<file path="config.mk">
export PLATFORM = sky130hd
export DESIGN_NAME = fetch_unit
export DESIGN_NICKNAME = d
export VERILOG_FILES = /design/src/rtl/fetch_unit.sv
export SDC_FILE = /design/constraint.sdc
export NUM_CORES = 1
export LEC_CHECK = 0
export CAP_MARGIN = 20
export CELL_PAD_IN_SITES_DETAIL_PLACEMENT = 2
export CELL_PAD_IN_SITES_GLOBAL_PLACEMENT = 2
export CORE_MARGIN = 2
export CORE_UTILIZATION = 32
export CTS_CLUSTER_SIZE = 20
export DETAILED_ROUTE_END_ITERATION = 7
export DONT_BUFFER_PORTS = 1
export GPL_TIMING_DRIVEN = 0
export PLACE_DENSITY_LB_ADDON = 0.1
export SYNTH_ARGS = -nofsm -noshare
export SYNTH_HDL_FRONTEND = slang
export SYNTH_SLANG_ARGS = --single-unit
</file>
<file path="constraint.sdc">
create_clock -name clk -period 2.39 [get_ports clk]
set_input_delay 0.1195 -clock clk [delete_from_list [all_inputs] [get_ports clk]]
set_output_delay 0.1195 -clock clk [all_outputs]
set_load 0.02 [all_outputs]
</file>
<file path="src/rtl/fetch_unit.sv">
`default_nettype none
// ============================================================================
// fetch_unit : instruction-fetch front end (req/ack to imem, valid/ready out)
// Rev 1.0
// ============================================================================
module fetch_unit #(
  parameter logic [31:0] RESET_PC = 32'h0000_0000
) (
  input  logic        clk,
  input  logic        reset,
  output logic        ImemReq,
  output logic [31:0] ImemAddr,
  input  logic        ImemAck,
  input  logic [31:0] ImemRdata,
  output logic [31:0] Instr,
  output logic        InstrValid,
  input  logic        InstrReady,
  input  logic        PCSrc,
  input  logic [31:0] BranchTarget,
  output logic [31:0] PC,
  output logic [31:0] PCPlus8
);

  localparam logic [31:0] c_word_step = 32'd4;
  localparam logic [31:0] c_r15_off   = 32'd8;

  typedef enum logic [0:0] {
    S_REQ  = 1'b0,
    S_HOLD = 1'b1
  } state_t;

  state_t      r_state, w_state_nxt;
  logic        r_run;
  logic [31:0] r_fpc, w_fpc_nxt;
  logic [31:0] r_instr, w_instr_nxt;
  logic [31:0] r_pc, w_pc_nxt;
  logic        r_valid, w_valid_nxt;
  logic        w_unused_tgt;

  // r_run keeps the request low during reset and the cycle reset is released,
  // so a stray ack in that window cannot be taken.
  assign ImemReq      = r_run && (r_state == S_REQ);
  assign ImemAddr     = r_fpc;
  assign Instr        = r_instr;
  assign InstrValid   = r_valid;
  assign PC           = r_pc;
  assign PCPlus8      = r_pc + c_r15_off;
  assign w_unused_tgt = ^BranchTarget[1:0];

  always_ff @(posedge clk or posedge reset) begin
    if (reset) begin
      r_state <= S_REQ;
      r_run   <= 1'b0;
      r_fpc   <= RESET_PC;
      r_instr <= 32'h0000_0000;
      r_pc    <= RESET_PC;
      r_valid <= 1'b0;
    end else begin
      r_state <= w_state_nxt;
      r_run   <= 1'b1;
      r_fpc   <= w_fpc_nxt;
      r_instr <= w_instr_nxt;
      r_pc    <= w_pc_nxt;
      r_valid <= w_valid_nxt;
    end
  end

  always_comb begin
    w_state_nxt = r_state;
    w_fpc_nxt   = r_fpc;
    w_instr_nxt = r_instr;
    w_pc_nxt    = r_pc;
    w_valid_nxt = r_valid;
    case (r_state)
      S_REQ: begin
        if (ImemReq && ImemAck) begin
          w_instr_nxt = ImemRdata;
          w_pc_nxt    = r_fpc;
          w_valid_nxt = 1'b1;
          w_fpc_nxt   = r_fpc + c_word_step;
          w_state_nxt = S_HOLD;
        end
      end
      S_HOLD: begin
        // Redirect is only honoured on the retire cycle.
        if (InstrReady) begin
          w_valid_nxt = 1'b0;
          w_state_nxt = S_REQ;
          if (PCSrc) w_fpc_nxt = {BranchTarget[31:2], 2'b00};
        end
      end
    endcase
  end

endmodule
`default_nettype wire

</file>
### Yosys cells after proc, flatten, opt, wreduce, memory -nomap -nowiden

Cells that the tools add are included.

* input port bits: 69
* logic and storage cells: 27
* bits in registers: 99

* reduce and logical (&&, ||, !) cells: 5
* bitwise gates (word level): 1
* muxes and demuxes: 10
* equality and inequality tests: 3
* add/sub/neg operators: 2

Operators by type and width (number)
* two-way mux 32 bit: 3
* case mux 32 bit (2 select lines): 1
* adder 32 x 3 -> 32 bit (second input constant): 1
* adder 32 x 4 -> 32 bit (second input constant): 1
* two-way mux 1 bit: 4
* != test 2 bit (second input constant): 2
* case mux 1 bit (2 select lines): 2
* AND reduction 2 bit: 2
* AND reduction 3 bit: 1
* logical AND 1 bit: 2
* != test 2 x 1 -> 1 bit (second input constant): 1
* NOT 1 bit: 1

### Longest topological paths before layout

* depth in word-level cells: 5
* mapped depth: 6

### Least setup slack after synthesis

Ideal clock, no wire load.

* kind: register to output
* start: reg r_pc[4] (netlist: PC[4])
* end: out PCPlus8[23]
* path buffers: 0
* arrival: 1.902 ns
* cell stages (with the launch flop): 6
* data required time: 2.271 ns
* setup slack: 0.368 ns
* cells stage by stage: dfrtp_1 -> ha_1 -> nand3_1 -> nor4_4 -> nand4_1 -> xnor2_1

* longest elaborated chain between the ends: 1

Ends and longest elaborated chain
* start: declaration: line 36 `logic [31:0] r_pc, w_pc_nxt;`
* start signal: assignment: line 63 `r_pc <= w_pc_nxt;`
* adder 32 x 4 -> 32 bit: line 47 `assign PCPlus8 = r_pc + c_r15_off;`
* end: declaration: line 21 `output logic [31:0] PCPlus8`

No other way between the ends.

### Worst setup path after layout

* start: reg r_pc[4] (netlist: PC[4])
* end: out PCPlus8[27]

Same word-level chain as after synthesis.

==> results.py <==
metrics = {
    "floorplanning": {
        "die_h_um": 132,
        "start_util_pct": 32.8,
        "die_w_um": 132,
        "die_area_mm2": 0.0173,
        "row_count": 46,
        "core_area_mm2": 0.0159,
        "io_pins": 199,
    },
    "logic_synthesis": {
        "yosys.cell_types.count": 64,
        "synthesis.area_mm2": 0.00521,
        "synthTopCellsByArea": "dfrtp_1 46%, nand2_1 14%, xnor2_1 3.9%, nand3_1 3.3%, a21oi_1 2.4%",
        "synth_top_area_share_pct": 45.6,
        "synth_ff_type": "dfrtp_1",
        "seq_area_frac_synth_pct": 45.6,
        "synthCells": 613,
        "yosysWarnings": 0,
        "ys_ff_latch": 95,
        "synth_top_area_cell": "dfrtp_1",
        "synth_edf_count": 0,
        "async_flop_share_pct": 100,
        "synth.avg_cell_area_um2": 8.51,
    },
    "layout": {
        "drive_above_1_share_pct": 14.4,
        "areaGrowthSynthToFinish_pct": 24.3,
        "utilization_pct": 40.8,
        "final_cell_mix": "201 x nand2_1, 80 x dfrtp_1, 42 x dlygate4sd3_1",
        "nets": 747,
        "final_common_cell": "nand2_1",
    },
    "sta": {
        "hold_viol": 0,
        "fmax_mhz": 436,
        "maxSlewViolCount": 0,
        "post-route-min-period_ns": 2.30,
        "hold_ws_ns": 0.0125,
        "skew_ns": 0.0108,
        "setup_viol": 0,
        "worst_pin_slew_ns": 0.807,
        "rsz0062_at_grt": "no",
        "relSlewSlack_pct": 46.1,
        "fin_crit_sh_pct": 96.1,
        "fin_setup_tns_ns": 0,
    },
    "clock_tree": {
        "cts-root-buf": "clkbuf_16",
        "clk_pin_slew_ns": 0.07,
        "cts_buffers": 9,
        "cts_tree": "done",
        "cts_buffer_depth": 2,
        "insertion_delay_ns": 0.35,
        "clock-sinks": 95,
        "cts.htree.levels": 3,
    },
    "worst_setup_path": {
        "crit_slowest_cell": "dfrtp_2",
        "reg2reg_slack_ns": 0.22,
        "slowest_delay_ns": 0.47,
        "path_cells": "ha_1 -> nand3_2 -> nor4_4 -> buf_12 -> nand4_1 -> xnor2_2",
        "crit_family": "simple AND/OR/NAND/NOR gates",
        "cp.required_ns": 2.27,
        "path_max_fanout": 8,
        "worstSetupPathType": "flip-flop to output port",
        "arrival_ns": 2.18,
        "crit_path_end_kind": "output port",
        "cp_num_buf_inv": 1,
        "startpoint_type": "flip-flop",
    },
    "global_routing": {
        "grt_max_degree": 39,
        "grt_pass1_vias": 5410,
        "grt_pass1_wl_mm": 32.3,
        "grt-ovfl-total": 0,
        "grt_use_total_pct": 23.7,
        "antenna_found_initial": 3,
    },
    "placed_design": {
        "place_congestion": 0.798,
        "io_buffers": 0,
        "place.detailed.hpwl_mm": 14.5,
    },
    "routing": {
        "wl_per_cell_um": 22.4,
        "wl_mm": 20.2,
        "postRouteAntennaNets": 0,
        "vias_per_cell": 5.50,
        "vias": 4941,
        "drtPass1Iterations": 4,
        "drt_iter0_drc": 197,
        "drcViolationCount": 0,
    },
    "status": {
        "status": "complete, no violations",
    },
    "flow_run": {
        "maxCapViolCount": 0,
    },
    "power_and_ir_drop": {
        "power.leakage_nw": 2.97,
        "powerDensity_mw_per_mm2": 986,
        "max-vdd-ir-drop_uv": 400,
    },
    "worst_hold_path": {
        "worstHoldPathType": "input port to flip-flop",
    },
}
what timing repair did:
action / 4_1_cts / 5_1_grt
setup endpoints to repair: 17 / 16
hold endpoints to repair: 70 / 0
gates resized for setup: 18 / 11
buffers inserted: 4 / 0
hold buffers: 42 / 0
pin swaps: 4 / 0
worst register-to-register path: cells and delay by family, from the launching register on:
| kind | cells | cell delay, ns |
|---|---|---|
| fa+ha+maj | 1 | 0.29 |
| simple gates | 3 | 0.78 |
| compound gates | 1 | 0.45 |
| flops | 1 | 0.51 |
through the flow:
stage                     power (mW)  cells  cell area, µm²  setup slack, ns
after global placement          4.49    834            5510           -0.200
after detailed placement        4.59    836            5550           -0.275
after floorplan                 4.07    618            5240            0.368
final                           6.39    899            6480           0.0941
after global routing            6.74    899            6480          0.00111
after CTS                       6.43    898            6460           0.0196
synth_stat cells, types with 12 or more instances:
| master | n |
|---|---|
| nand2_1 | 201 |
| and3_1 | 18 |
| clkbuf_1 | 12 |
| nor3_1 | 16 |
| nor2_1 | 18 |
| nand3_1 | 34 |
| a21oi_1 | 25 |
| dfrtp_1 | 95 |
| nand4_1 | 16 |
| buf_2 | 16 |
| xnor2_1 | 23 |
| o21ai_0 | 22 |
path summary, 6_finish.rpt:
path                            cells after the start           end       startpoint
worst max-delay path                                6   PCPlus8[27]            PC[4]
max in group asynchronous                           3        PC[18]            reset
worst min-delay path                                2   ImemAddr[8]  BranchTarget[8]
min in group asynchronous                           2     Instr[19]            reset
worst max register to register                      5  ImemAddr[24]      ImemAddr[3]
worst min register to register                      2      Instr[6]         Instr[6]
cell type report:
cell class                      instances  area, µm²
Multi-Input combinational cell        471       2710
Tap cell                              216        270
Timing Repair Buffer                   48        503
Clock inverter                          5        105
Antenna cell                            2       5.00
Sequential cell                        95       2400
Buffer                                 43        214
Clock buffer                           11        243
Fill cell                            1778       9410
Inverter                                8       33.8
kinds of logic after synthesis:
group / synth area share, %
simple gates: 33.6
fa+ha+maj: 0.480
compound gates: 10.5
buf+inv: 4.75
flops: 45.6
other cells: 0.144
xor+xnor: 4.70
mux: 0.192
report_power, final:
part | internal, mW | total (mW) | switching (mW)
clock | 1.05 | 1.71 | 0.661
combinational | 0.546 | 1.56 | 1.01
sequential | 2.00 | 3.11 | 1.11
total | 3.60 | 6.39 | 2.79
flip-flops by register name (all words and copies together), names as in the netlist:
register and flops:
Instr 32, ImemAddr 30, PC 30, InstrValid 1
r_run 1, r_state 1
per-layer routing:
metal / GRT usage (%) / part of all wire (%) / vias to the layer above
li1: - / - / 2242
met1: 29.7 / 43 / 2536
met2: 40.5 / 50 / 142
met3: 5.79 / 6.0 / 19
met4: 6.64 / 1.4 / 2
met5: 0 / 0.064 / -
No activity file was read; power rests on OpenSTA's default activity.
